===== src/rtl/broker_pkg.sv =====
// Shared opcodes, sequencer state encoding and pixel width for the MCU command sequencer.
package broker_pkg;

  localparam int PIXEL_WIDTH = 12;

  localparam logic [7:0] OP_NOP          = 8'h00;
  localparam logic [7:0] OP_SET_ADDRESS  = 8'h01;
  localparam logic [7:0] OP_WRITE_PIXELS = 8'h02;
  localparam logic [7:0] OP_FILL         = 8'h03;

  typedef enum logic [2:0] {
    ST_IDLE,
    ST_ADDR,
    ST_WR_HI,
    ST_WR_LO,
    ST_EMIT,
    ST_FILL_HI,
    ST_FILL_LO,
    ST_FILL_RUN
  } seq_state_e;

endpackage


===== src/rtl/frame_address_counter.sv =====
// Frame write pointer: clear has priority over load, load over increment; wraps at FRAME_PIXELS.
module frame_address_counter #(
  parameter int ADDR_WIDTH   = 17,
  parameter int FRAME_PIXELS = 76800
) (
  input  logic                  clk,
  input  logic                  rst_n,
  input  logic                  load,
  input  logic [ADDR_WIDTH-1:0] load_value,
  input  logic                  clear,
  input  logic                  increment,
  output logic [ADDR_WIDTH-1:0] address
);

  logic [ADDR_WIDTH-1:0] address_q, address_d;

  always_comb begin
    address_d = address_q;
    if (clear) begin
      address_d = '0;
    end else if (load) begin
      address_d = load_value;
    end else if (increment) begin
      if (address_q == ADDR_WIDTH'(FRAME_PIXELS - 1)) address_d = '0;
      else                                            address_d = address_q + 1'b1;
    end
  end

  always_ff @(posedge clk or negedge rst_n) begin
    if (!rst_n) address_q <= '0;
    else        address_q <= address_d;
  end

  assign address = address_q;

endmodule


===== src/rtl/mcu_command_sequencer.sv =====
// Decodes the tagged MCU byte stream into framebuffer pixel writes, including full-frame fills.
module mcu_command_sequencer
  import broker_pkg::*;
#(
  parameter int ADDR_WIDTH   = 17,
  parameter int FRAME_PIXELS = 76800
) (
  input  logic                   system_clock,
  input  logic                   system_reset_n,
  input  logic                   byte_valid,
  output logic                   byte_ready,
  input  logic [7:0]             byte_data,
  input  logic                   byte_is_command,
  output logic                   write_valid,
  input  logic                   write_ready,
  output logic [ADDR_WIDTH-1:0]  write_address,
  output logic [PIXEL_WIDTH-1:0] write_pixel,
  output logic [ADDR_WIDTH-1:0]  current_address,
  output logic                   busy,
  output logic [7:0]             error_count
);

  seq_state_e             state_q, state_d;
  logic [1:0]             addr_cnt_q, addr_cnt_d;
  logic [31:0]            addr_sr_q, addr_sr_d;
  logic [PIXEL_WIDTH-1:0] pixel_q, pixel_d;
  logic [7:0]             err_q;
  logic                   err_inc;
  logic                   byte_accept;
  logic                   ptr_load, ptr_clear, ptr_inc;
  logic [ADDR_WIDTH-1:0]  ptr;
  logic [31:0]            addr_full;
  logic                   last_pixel;

  assign byte_ready  = !(state_q == ST_EMIT || state_q == ST_FILL_RUN);
  assign byte_accept = byte_valid && byte_ready;
  assign addr_full   = {addr_sr_q[23:0], byte_data};
  assign last_pixel  = (ptr == ADDR_WIDTH'(FRAME_PIXELS - 1));

  always_comb begin
    state_d    = state_q;
    addr_cnt_d = addr_cnt_q;
    addr_sr_d  = addr_sr_q;
    pixel_d    = pixel_q;
    err_inc    = 1'b0;
    ptr_load   = 1'b0;
    ptr_clear  = 1'b0;
    ptr_inc    = 1'b0;

    // A command byte always wins: any half-collected address or pixel is abandoned.
    if (byte_accept && byte_is_command) begin
      addr_cnt_d = '0;
      case (byte_data)
        OP_NOP:          state_d = ST_IDLE;
        OP_SET_ADDRESS:  state_d = ST_ADDR;
        OP_WRITE_PIXELS: state_d = ST_WR_HI;
        OP_FILL:         state_d = ST_FILL_HI;
        default: begin
          state_d = ST_IDLE;
          err_inc = 1'b1;
        end
      endcase
    end else if (byte_accept) begin
      case (state_q)
        ST_IDLE: err_inc = 1'b1;
        ST_ADDR: begin
          addr_sr_d  = addr_full;
          addr_cnt_d = addr_cnt_q + 2'd1;
          if (addr_cnt_q == 2'd3) begin
            state_d = ST_IDLE;
            if (addr_full >= 32'(FRAME_PIXELS)) begin
              ptr_clear = 1'b1;
              err_inc   = 1'b1;
            end else begin
              ptr_load = 1'b1;
            end
          end
        end
        ST_WR_HI, ST_FILL_HI: begin
          pixel_d[PIXEL_WIDTH-1:4] = byte_data;
          state_d = (state_q == ST_WR_HI) ? ST_WR_LO : ST_FILL_LO;
        end
        ST_WR_LO: begin
          pixel_d[3:0] = byte_data[3:0];
          state_d      = ST_EMIT;
        end
        ST_FILL_LO: begin
          pixel_d[3:0] = byte_data[3:0];
          ptr_clear    = 1'b1;
          state_d      = ST_FILL_RUN;
        end
        default: ;
      endcase
    end else if (write_ready) begin
      case (state_q)
        ST_EMIT: begin
          ptr_inc = 1'b1;
          state_d = ST_WR_HI;
        end
        ST_FILL_RUN: begin
          ptr_inc = 1'b1;
          if (last_pixel) state_d = ST_IDLE;
        end
        default: ;
      endcase
    end
  end

  always_ff @(posedge system_clock or negedge system_reset_n) begin
    if (!system_reset_n) begin
      state_q    <= ST_IDLE;
      addr_cnt_q <= '0;
      addr_sr_q  <= '0;
      pixel_q    <= '0;
      err_q      <= '0;
    end else begin
      state_q    <= state_d;
      addr_cnt_q <= addr_cnt_d;
      addr_sr_q  <= addr_sr_d;
      pixel_q    <= pixel_d;
      if (err_inc && err_q != '1) err_q <= err_q + 8'd1;
    end
  end

  frame_address_counter #(
    .ADDR_WIDTH   (ADDR_WIDTH),
    .FRAME_PIXELS (FRAME_PIXELS)
  ) u_frame_address_counter (
    .clk        (system_clock),
    .rst_n      (system_reset_n),
    .load       (ptr_load),
    .load_value (addr_full[ADDR_WIDTH-1:0]),
    .clear      (ptr_clear),
    .increment  (ptr_inc),
    .address    (ptr)
  );

  assign write_valid     = (state_q == ST_EMIT) || (state_q == ST_FILL_RUN);
  assign write_address   = ptr;
  assign write_pixel     = pixel_q;
  assign current_address = ptr;
  assign busy            = (state_q != ST_IDLE);
  assign error_count     = err_q;

endmodule


===== config.mk =====
export PLATFORM = sky130hd
export DESIGN_NAME = mcu_command_sequencer
export DESIGN_NICKNAME = d
export VERILOG_FILES = /design/src/rtl/broker_pkg.sv /design/src/rtl/frame_address_counter.sv /design/src/rtl/mcu_command_sequencer.sv
export SDC_FILE = /design/constraint.sdc
export NUM_CORES = 1
export LEC_CHECK = 0
export CAP_MARGIN = 10
export CORE_MARGIN = 4
export CORE_UTILIZATION = 30
export CTS_CLUSTER_SIZE = 30
export DETAILED_ROUTE_END_ITERATION = 16
export SYNTH_ARGS = -nofsm -noshare
export SYNTH_HDL_FRONTEND = slang
export SYNTH_HIERARCHICAL = 1
export SYNTH_SLANG_ARGS = --single-unit

===== constraint.sdc =====
create_clock -name system_clock -period 4.6 [get_ports system_clock]
set_input_delay 0.92 -clock system_clock [delete_from_list [all_inputs] [get_ports system_clock]]
set_output_delay 0.92 -clock system_clock [all_outputs]
set_load 0.05 [all_outputs]

# Yosys cells after proc, flatten, opt, wreduce, memory -nomap -nowiden
# Cells that the tools add are included.
# word_totals
reg_bits	66
latchBits	0
ramBits	0
romBits	0
in_bits	13
output_inout_bits	57
elab_cells	84
n_memories	0
# classes
add_sub_neg	3
multipliers	0
div_mod_pow	0
magnitude_cmp	1
eq_ne	16
n_shift	0
n_mux	34
n_bitwise	1
reduce_logical	22
# ops
op	count
two-way mux 17 bit	4
>= comparator 32 x 17 -> 1 bit, second input constant	1
two-way mux 3 bit	6
adder 17 x 1 -> 17 bit, second input constant	1
== test 17 bit, second input constant	1
== test 8 x 2 -> 1 bit, second input constant	2
two-way mux 1 bit	16
== test 3 bit, second input constant	4
case mux 3 bit (4 select lines)	1
case mux 3 bit (3 select lines)	1
AND reduction 3 bit	3
nonzero test 3 bit	3
adder 8 x 1 -> 8 bit, second input constant	1
== test 8 x 1 -> 1 bit, second input constant	1
logical NOT 8 bit	1
!= test 8 bit, second input constant	1
== test 3 x 2 -> 1 bit, second input constant	2
two-way mux 2 bit	3
!= test 6 x 1 -> 1 bit, second input constant	1
case mux 3 bit (2 select lines)	1
OR reduction 2 bit	3
AND reduction 5 bit	1
!= test 4 x 3 -> 1 bit, second input constant	1
!= test 4 bit, second input constant	1
13 further kinds	17

# Longest topological paths before layout
# Gate-level depths: netlist of the first run.
# depth
word_depth	9
ltp_mapped	10
depth_no_buf	9

# Modules after synthesis
# Netlist of the first run, hierarchy kept.
# by_module_without_submodules
mod	instances	cells_each	area_each_um2	seq_area_each_um2
mcu_command_sequencer	1	221	2581.2	1226.2
frame_address_counter	1	144	1184.9	425.4

# Worst setup path before layout of the first run
# OpenSTA, ideal clock, no wires.
# synth_path
path_kind	input port to flip-flop
from	input port byte_valid
to	register u_frame_address_counter.address_q[9] (netlist: u_frame_address_counter/address[9])
setup_time_ns	0.072
arrival_ns	2.553
required_time_ns	4.528
path_slack_ns	1.974
stages	7
path_buffers	2
path_cell_list	buf_4 nand2b_1 nor4_1 clkbuf_1 or3b_2 or4_1 nand4_1
# synth_via
elab_chain_cells	5
word_cells_on_any_way	11
cone_classes	8 x mux; 3 x reduce/logical
# synth_lines
item	line_no	source
start: declaration	mcu_command_sequencer.sv:10	input logic byte_valid,
logical AND 1 bit *	mcu_command_sequencer.sv:36	assign byte_accept = byte_valid && byte_ready;
two-way mux 1 bit / logical AND 1 bit (equally long branches)	mcu_command_sequencer.sv:63, mcu_command_sequencer.sv:51	
two-way mux 1 bit *	mcu_command_sequencer.sv:51	if (byte_accept && byte_is_command) begin
via ptr_load	mcu_command_sequencer.sv:30	logic ptr_load, ptr_clear, ptr_inc;
two-way mux 17 bit	frame_address_counter.sv:21	end else if (load) begin
two-way mux 17 bit	frame_address_counter.sv:19	if (clear) begin
end signal: assignment	frame_address_counter.sv:31	else address_q <= address_d;
end: declaration	frame_address_counter.sv:15	logic [ADDR_WIDTH-1:0] address_q, address_d;
# The timed path passes the listed nets; every way through them passes the cells marked *.
# A chain may end at the register's enable or synchronous reset.

# Worst setup path after layout of the first run
# layout_path
from	register state_q[1]
to	output port write_valid
# layout_via
elab_chain_cells	2
word_cells_on_any_way	3
cone_classes	2 x eq/ne; 1 x reduce/logical
# layout_lines
item	line_no	source
start: declaration	mcu_command_sequencer.sv:23	seq_state_e state_q, state_d;
start signal: assignment	mcu_command_sequencer.sv:117	state_q <= state_d;
== test 3 bit	mcu_command_sequencer.sv:138	assign write_valid = (state_q == ST_EMIT) || (state_q == ST_FILL_RUN);
logical OR 1 bit *	mcu_command_sequencer.sv:138	
end: declaration	mcu_command_sequencer.sv:14	output logic write_valid,
# Mark *: on every way between the ends. The rest lies on a longest branch, timed or not.

==> summary.md, run 1 <==
| Metric | Value |
|---|---|
| Status | `completed` |
| H-tree levels | `3` |
| Hold buffers post-CTS | `0` |
| Starting Density | `0.3097` |
| Multi-input gate area | `1823 µm²` |
| Synthesized Nets | `381` |
| Crit path capture type | `output port` |
| Post-synth EDFFs | `0` |
| Max-slew violation count | `0` |
| Slew @ Worst Pin | `0.8793 ns` |
| Worst Path Max Fanout | `18` |
| Root buffer cell | `clkbuf_16` |
| DR iter-0 viols | `263` |
| DRC viols | `0` |
| Sequential share of the synthesized area | `0.4385` |
| Fin crit share | `0.7021` |
| Setup Viol. Count Final | `0` |
| Slowest cell on crit path | `clkdlybuf4s50_1` |
| Simple-gate share of the synthesized area | `0.1920` |
| Skew final | `0.006191 ns` |
| CP Buf/Inv Count | `1` |
| Worst-path cell chain | `nand2b_4, and3_2, clkdlybuf4s50_1` |
| Placeable core area | `12160 µm²` |
| Arr. time, crit path | `2.31 ns` |
| Max clock buf depth | `2` |
| Worst path max stage delay | `0.81 ns` |
| Area grow syn2layout | `26.28%` |
| Grt total ovfl | `0` |
| Detail Route Antenna Nets | `0` |
| Via density | `5.196` |
| Horiz. Die Dim | `120.0 µm` |
| Power per cell area | `692.1 nW/µm²` |
| Total Routing Usage GR | `0.1389` |
| Die H | `120.0 µm` |
| Worst path top cell family by delay | `buffers and inverters` |
| Reg-to-reg slack, setup | `1.75 ns` |
| Vias | `3055` |
| Ports | `70` |
| First-pass GRT wire length | `16160 µm` |
| Critical Path RT | `3.68 ns` |
| Final min period | `3.230 ns` |
| Worst Hold Class | `reg2reg` |
| Fill count | `1181` |
| Xor/xnor cell area share of the yosys netlist | `0.02326` |
| Initial antenna violation count | `0` |
| Leakage Power | `1.869 nW` |
| Port Buffers | `69` |
| Asr flop ratio synth | `1.000` |
| Synthesized cell area | `3766 µm²` |
| Synth unique cells | `67` |
| Synth Area in Adders | `0.009967` |
| Row count | `40` |
| Clk_lat worst skew | `0.33 ns` |
| Largest family of logic cells by synthesized area | `simple AND/OR/NAND/NOR gates` |
| Vias in the first global route | `3005` |
| Post-cts gate resize count | `0` |
| Layout cells sized above 1 | `0.1833` |
| Largest net degree at the start of global routing | `42` |
| Router iterations before antenna repair | `5` |
| Die area | `14410 µm²` |
| CTS buffer count | `9` |
| Post-CTS Setup Repair Bufs | `0` |
| Drt total wl | `9890 µm` |
| CP startpoint kind | `flip-flop` |
| Most common cell after layout, fill and taps aside | `clkdlybuf4s50_1` |
| Power, Total | `3.291 mW` |
| Max_cap viols | `0` |
| Multiplexer share of the synthesized area | `0.1282` |
| Sequential cell area | `1652 µm²` |
| Setup WS pre-CTS | `1.158 ns` |
| Fmax | `309.6 MHz` |
| Highest-count cells in the layout ignoring fill and taps | `clkdlybuf4s50_1, dfrtp_1, mux2_2` |
| Post-synthesis cell count | `365` |
| Yosys reg bits | `66` |
| CTS tree | `done` |
| Final net count | `431` |
| Clock Sink Count | `66` |
| Reg clk slew, reported paths | `0.06 ns` |
| Final Hold Viols | `0` |
| Fin Setup TNS | `0 ns` |
| Fin Hold WS | `0.4945 ns` |
| Synth Warn # | `6` |
| Post-synthesis compound-gate area fraction | `0.1289` |
| HPWL Detailed | `7087 µm` |
| ANT cells | `0` |
| Peak supply drop | `0.2249 mV` |
| Crit Path Category | `reg2out` |
| RSZ-0062 raised after global routing | `false` |
| Wire per inst | `16.82 µm` |
| Syn_area_per_cell | `10.32 µm²` |
| Slew headroom | `0.4084` |
| GPL Wtd Cong | `0.8799` |
| Dominant synthesized flop cell | `dfrtp_1` |
| Final WS setup | `1.370 ns` |
-- path summary, 6_finish.rpt --
| path | from | to | cells past startpoint |
|---|---|---|---|
| hold / removal | error_count[4]$_DFFE_PN0P_ | error_count[4]$_DFFE_PN0P_ | 1 |
| setup / recovery | state_q[1]$_DFFE_PN0P_ | write_valid | 3 |
| hold reg to reg | error_count[4]$_DFFE_PN0P_ | error_count[4]$_DFFE_PN0P_ | 1 |
| setup reg to reg | addr_sr_q[14]$_DFFE_PN0P_ | u_frame_address_counter/address[11]$_DFFE_PN0P_ | 8 |
| max in group asynchronous | system_reset_n | addr_sr_q[7]$_DFFE_PN0P_ | 2 |
| min in group asynchronous | system_reset_n | error_count[5]$_DFFE_PN0P_ | 1 |
-- final cells by class --
cell class                 instances  share of cell area
clock buffer                       9             0.04736
clock inverter                     7             0.01631
inverter                          14             0.01105
multi-input combinational        251              0.3833
sequential                        66              0.3473
tap                              168             0.04420
timing repair buffer              73              0.1505
-- worst reg2reg max path: stages, from the launching register on --
cell      delay, ns
dfrtp_1        0.40
nor4_1         0.31
nand4_1        0.17
or2_2          0.35
nor4_2         0.21
buf_4          0.25
nor2b_1        0.72
a222oi_1       0.25
o21ai_0        0.12
-- flip-flops by register name (all words and copies together) (netlist names) --
name                             cells
write_pixel                         12
error_count                          8
u_frame_address_counter/address     17
addr_sr_q                           24
addr_cnt_q                           2
state_q                              3
-- where the power goes --
group          internal [mW]  total (mW)  leakage (nW)  switching [mW]
clock                  0.423       0.695         0.135           0.272
combinational          0.579        1.51         0.901           0.929
sequential             0.792        1.09         0.833           0.297
-- kinds of logic (layout without fill, tap and decap cells) --
family                   after synthesis  after routing
AND/OR/NAND/NOR                      126            126
flip-flops                            66             66
XOR/XNOR                              10             10
multiplexers                          43             43
buffers and inverters                 48            103
adder cells (fa/ha/maj)                3              3
AO/OA/AOI/OAI                         69             69
-- layer usage --
layer | wire [µm] | up-vias | GRT usage | part of all wire
met5 | 0 | - | 0 | 0
met3 | 551 | 6 | 0.02780 | 0.056
met1 | 4538 | 1499 | 0.1914 | 0.46
met4 | 75 | 0 | 0.03579 | 0.0076
met2 | 4725 | 120 | 0.2230 | 0.48
li1 | - | 1430 | - | -
-- stage by stage --
step                      cell area, µm²  cells  utilization
after floorplan                     3766    365            -
after global placement              4453    572       0.3662
after detailed placement            4453    572       0.3662
after CTS                           4756    588       0.3910
after global routing                4756    588       0.3910
final                               4756    588       0.3910
-- cells in the mapped netlist (all sizes together), types with 2 or more instances --
master	count	share of area
buf	25	0.053
and2	3	0.0050
mux2	39	0.12
ha	3	0.010
nor3b	3	0.0060
or3b	2	0.0047
and3	3	0.0053
a21oi	15	0.021
nor2	14	0.015
nand4	12	0.020
a22o	2	0.0047
o21a	3	0.0060
clkbuf	9	0.012
or4	3	0.0070
nand4b	2	0.0047
or2	3	0.0050
or3	6	0.011
mux2i	4	0.011
a21boi	2	0.0040
a31oi	2	0.0033
xor2	9	0.021
inv	14	0.014
o21ai	15	0.020
nand2b	6	0.012
a22oi	3	0.0060
a211o	2	0.0047
a211oi	8	0.016
dfrtp	66	0.44
nand3	11	0.015
nor3	10	0.015
nand2	28	0.028
nor4	11	0.018
o211ai	4	0.0080
a31o	2	0.0047
nand3b	3	0.0060
a32oi	2	0.0047
No activity file was read; power rests on OpenSTA's default activity.
==> inputs of run 2 (changes only) <==
==> constraint.sdc (replaced) <==
create_clock -name system_clock -period 2.8 [get_ports system_clock]
set_input_delay 0.56 -clock system_clock [delete_from_list [all_inputs] [get_ports system_clock]]
set_output_delay 0.56 -clock system_clock [all_outputs]
set_load 0.05 [all_outputs]
==> run 2 against run 1 <==
Net effect:
- register-to-register slack got worse by 1.5 ns
- hold slack got worse by 0.26 ns
- die area unchanged
- critical endpoint is now u_frame_address_counter/address[9]$_DFFE_PN0P_
- first-iteration DRC count decreased by 11%
- cell count increased by 3.6%
==> summary.md, run 2 (same netlist as run 1, synthesis figures left out) <==
| Metric | Value |
|---|---|
| Status | `completed` |
| DR iter-0 viols | `234` |
| Ports | `70` |
| Worst R2R Path Depth | `8` |
| Final net count | `452` |
| Final Hold Viols | `0` |
| Detail Route Antenna Nets | `0` |
| Reg-to-reg slack, setup | `0.24 ns` |
| Max clock buf depth | `2` |
| CTS tree | `done` |
| CTS buffer count | `9` |
| Fin crit share | `0.9135` |
| Highest-count cells in the layout ignoring fill and taps | `dfrtp_1, clkdlybuf4s50_1, mux2_2` |
| Die H | `120.0 µm` |
| Hold buffers post-CTS | `0` |
| Slew headroom | `0.5949` |
| Drt total wl | `10050 µm` |
| Post-CTS Setup Repair Bufs | `0` |
| Crit Path Category | `reg2reg` |
| Total Routing Usage GR | `0.1413` |
| Starting Density | `0.3097` |
| Die area | `14410 µm²` |
| Slew @ Worst Pin | `0.6029 ns` |
| Skew final | `0.004295 ns` |
| HPWL Detailed | `7392 µm` |
| Worst Path Max Fanout | `5` |
| Port Buffers | `69` |
| Post-cts gate resize count | `0` |
| Fmax | `391.0 MHz` |
| Leakage Power | `2.002 nW` |
| Clk_lat worst skew | `0.33 ns` |
| Clock Sink Count | `66` |
| Reg-to-reg endpoint | `u_frame_address_counter/address[9]$_DFFE_PN0P_` |
| Core Util, Final | `0.4062` |
| Worst Hold Class | `in2async` |
| Horiz. Die Dim | `120.0 µm` |
| Placeable core area | `12160 µm²` |
| Via density | `5.151` |
| Root buffer cell | `clkbuf_16` |
| Area grow syn2layout | `31.16%` |
| First-pass GRT wire length | `16560 µm` |
| Reg with most FFs | `addr_sr_q` |
| Largest register FFs | `24` |
| Max_cap viols | `0` |
| RR Startpoint | `addr_sr_q[14]$_DFFE_PN0P_` |
| Critical Path RT | `3.06 ns` |
| Vias in the first global route | `3088` |
| Most common cell after layout, fill and taps aside | `dfrtp_1` |
| Final min period | `2.558 ns` |
| Crit path capture type | `flip-flop` |
| Vias | `3137` |
| H-tree levels | `3` |
| Peak supply drop | `0.3657 mV` |
| Initial antenna violation count | `0` |
| Grt total ovfl | `0` |
| GPL Wtd Cong | `0.9183` |
| Arr. time, crit path | `2.82 ns` |
| Power per cell area | `1118 nW/µm²` |
| ANT cells | `0` |
| Largest net degree at the start of global routing | `67` |
| CP startpoint kind | `flip-flop` |
| Wire per inst | `16.51 µm` |
| DRC viols | `0` |
| Layout cells sized above 1 | `0.2268` |
| RSZ-0062 raised after global routing | `false` |
| Fin Hold WS | `0.2365 ns` |
| Power, Total | `5.523 mW` |
| Final std cells w/o fill | `609` |
| Setup Viol. Count Final | `0` |
| Reg clk slew, reported paths | `0.06 ns` |
| Row count | `40` |
| Router iterations before antenna repair | `5` |
| Max-slew violation count | `0` |
| Placed insts | `593` |
| Fin Setup TNS | `0 ns` |
-- run 2: cell type report --
class	count	area, µm²
clock inverters	7	93.84
inverters	14	52.55
repair buffers	94	883.3
flip-flops and latches	66	1652
fillers	1183	7222
multi-input cells	251	1823
well taps	168	210.2
clock buffers	9	225.2
-- run 2: worst max-delay path by stage --
stage,start,to,slack (ns),depth (start not counted)
global placement,byte_data[5],error_count[6]$_DFFE_PN0P_,0.17,7
finish,addr_sr_q[14]$_DFFE_PN0P_,u_frame_address_counter/address[9]$_DFFE_PN0P_,0.24,8
CTS,state_q[0]$_DFFE_PN0P_,busy,0.04,3
global route,addr_sr_q[18]$_DFFE_PN0P_,u_frame_address_counter/address[11]$_DFFE_PN0P_,0.04,9
floorplan,state_q[2]$_DFFE_PN0P_,u_frame_address_counter/address[9]$_DFFE_PN0P_,0.19,8
detailed placement,byte_data[5],error_count[6]$_DFFE_PN0P_,0.17,7
-- run 2: power breakdown --
group | internal, mW | switching [mW] | total, mW
sequential | 1.30 | 0.430 | 1.73
combinational | 0.994 | 1.60 | 2.59
clock | 0.777 | 0.424 | 1.20
-- run 2: critical path: stages, from the launching register on --
cell     delay, ns
dfrtp_1       0.39
nor4_1        0.32
nand4_1       0.16
or2_2         0.34
nand2_1       0.07
a21oi_1       0.09
or3b_2        0.53
or4_1         0.52
nand4_1       0.08
-- run 2: routing by layer --
metal / track usage / vias to the layer above / part of all wire
met2: 0.2213 / 100 / 0.46
li1: - / 1480 / -
met4: 0.05798 / 0 / 0.024
met5: 0 / - / 0
met1: 0.1950 / 1540 / 0.47
met3: 0.02121 / 17 / 0.051
-- run 2: metrics by stage --
step / setup WS, ns / instance area (µm²)
CTS: 0.03860 / 4937
global route: 0.04379 / 4940
floorplan: 0.1928 / 3766
finish: 0.2422 / 4940
global placement: 0.1651 / 4618
detailed placement: 0.1706 / 4618
==> inputs of run 3 (changes only) <==
--- a/config.mk
+++ b/config.mk
@@ -6,6 +6,7 @@
 export NUM_CORES = 1
 export LEC_CHECK = 0
 export CAP_MARGIN = 10
+export CORE_ASPECT_RATIO = 1.75
 export CORE_MARGIN = 4
 export CORE_UTILIZATION = 30
 export CTS_CLUSTER_SIZE = 30
==> run 3 against run 2 <==
Net effect:
- hold slack improved by 0.029 ns
- first-iteration DRC count unchanged
- non-clock buffer count fell by 4
- global-route usage grew 0.78 points
- critical path type is now reg2out
==> summary.md, run 3 (same netlist as run 1, synthesis figures left out) <==
| Metric | Value |
|---|---|
| Hold buffers post-CTS | `0` |
| HPWL Detailed | `7996 µm` |
| Slew @ Worst Pin | `0.7553 ns` |
| Largest register FFs | `24` |
| Root buffer cell | `clkbuf_16` |
| Setup Viol. Count Final | `0` |
| CTS tree | `done` |
| H-tree levels | `3` |
| DRC viols | `0` |
| Crit path capture type | `output port` |
| Peak supply drop | `0.4425 mV` |
| Worst Path Max Fanout | `11` |
| Worst R2R Path Depth | `8` |
| Placed insts | `586` |
| Highest-count cells in the layout ignoring fill and taps | `dfrtp_1, clkdlybuf4s50_1, mux2_2` |
| Layout cells sized above 1 | `0.2197` |
| Final std cells w/o fill | `602` |
| Finished Cell Area | `4917 µm²` |
| Arr. time, crit path | `2.11 ns` |
| RSZ-0062 raised after global routing | `false` |
| Crit Path Category | `reg2out` |
| Area grow syn2layout | `30.56%` |
| DR iter-0 viols | `234` |
| Max_cap viols | `0` |
| Power per cell area | `1128 nW/µm²` |
| Fill count | `1207` |
| Met2 WL | `5719 µm` |
| CTS buffer count | `9` |
| Placed inst area | `4584 µm²` |
| Reg with most FFs | `addr_sr_q` |
| Ports | `70` |
| Vias in the first global route | `3143` |
| Skew final | `0.006680 ns` |
| First-pass GRT wire length | `17010 µm` |
| Max clock buf depth | `2` |
| Reg clk slew, reported paths | `0.06 ns` |
| Total Routing Usage GR | `0.1491` |
| Drt total wl | `10540 µm` |
| Initial antenna violation count | `0` |
| Fin crit share | `0.9544` |
| Die area | `14480 µm²` |
| Placeable core area | `12140 µm²` |
| Max-slew violation count | `0` |
| Reg-to-reg endpoint | `u_frame_address_counter/address[9]$_DFFE_PN0P_` |
| Port Buffers | `69` |
| Largest net degree at the start of global routing | `42` |
| GPL Wtd Cong | `0.8723` |
| Wire per inst | `17.51 µm` |
| Die H | `156.2 µm` |
| CP startpoint kind | `flip-flop` |
| Vias | `3121` |
| Worst Hold Class | `in2async` |
| Row count | `53` |
| RR Startpoint | `addr_sr_q[14]$_DFFE_PN0P_` |
| Detail Route Antenna Nets | `0` |
| Fmax | `374.2 MHz` |
| Critical Path RT | `2.24 ns` |
| Clk_lat worst skew | `0.32 ns` |
| Met1 Wirelength | `4037 µm` |
| Reg-to-reg slack, setup | `0.26 ns` |
| Clock Sink Count | `66` |
| Starting Density | `0.3103` |
| Fin Setup TNS | `0 ns` |
| Horiz. Die Dim | `92.70 µm` |
| Via density | `5.184` |
| Top routing layer used | `met4` |
| Slew headroom | `0.4926` |
| Worst setup path start | `state_q[1]$_DFFE_PN0P_` |
| Status | `completed` |
| Sequential cell area | `1652 µm²` |
| Detail Route met3 WL | `404 µm` |
| Final min period | `2.672 ns` |
| Final net count | `448` |
| Critical path endpoint | `busy` |
| Leakage Power | `1.990 nW` |
| Multi-input gate area | `1826 µm²` |
| ANT cells | `0` |
| Router iterations before antenna repair | `5` |
| Grt total ovfl | `0` |
| Final Hold Viols | `0` |
-- run 3: repair_timing --
item / 4_1_cts / 5_1_grt
setup buffers: 0 / 0
gates resized for setup: 0 / 1
endpoints found under the setup margin: 0 / 1
-- run 3: final cells by class --
type | instances | area share
Clock inverter | 4 | 0.01501
Inverter | 14 | 0.01069
Tap cell | 165 | 0.04198
Multi-Input combinational cell | 251 | 0.3712
Timing Repair Buffer | 90 | 0.1730
Sequential cell | 66 | 0.3359
Clock buffer | 12 | 0.05216
-- run 3: worst max-delay path, stage by stage, from the launching register on --
cell             delay, ns
dfrtp_1               0.47
buf_4                 0.21
or3_1                 0.38
clkdlybuf4s50_1       0.72
-- run 3: worst min path at each step --
| stage | cells past startpoint | slack, ns | to | startpoint |
|---|---|---|---|---|
| 6_report | 1 | 0.27 | u_frame_address_counter/address[10]$_DFFE_PN0P_ | system_reset_n |
| 5_1_grt | 1 | 0.32 | u_frame_address_counter/address[10]$_DFFE_PN0P_ | system_reset_n |
| 4_1_cts | 1 | 0.29 | u_frame_address_counter/address[10]$_DFFE_PN0P_ | system_reset_n |
| 3_5_place_dp | 1 | 0.49 | error_count[4]$_DFFE_PN0P_ | error_count[4]$_DFFE_PN0P_ |
| 3_3_place_gp | 1 | 0.48 | error_count[5]$_DFFE_PN0P_ | error_count[5]$_DFFE_PN0P_ |
| 2_1_floorplan | 0 | 0.26 | addr_cnt_q[0]$_DFFE_PN0P_ | system_reset_n |
-- run 3: where the power goes --
| group | internal, mW | total, mW | switching (mW) |
|---|---|---|---|
| clock | 0.828 | 1.23 | 0.398 |
| combinational | 0.986 | 2.58 | 1.60 |
| sequential | 1.30 | 1.74 | 0.436 |
-- run 3: per-layer routing --
metal / track usage / vias to the layer above
li1: - / 1468
met1: 0.1670 / 1533
met2: 0.2753 / 99
met3: 0.02213 / 21
met4: 0.06778 / 0
met5: 0 / -
-- run 3: through the flow --
step	total power, mW	worst slack (ns)	hold slack, ns	util
5_1_grt	5.818	0.06066	0.3201	0.4052
6_report	5.548	0.1277	0.2656	0.4052
3_3_place_gp	4.315	0.1821	0.4819	0.3778
3_5_place_dp	4.350	0.1732	0.4905	0.3778
2_1_floorplan	3.556	0.1928	0.2644	-
4_1_cts	5.597	0.1121	0.2862	0.4050
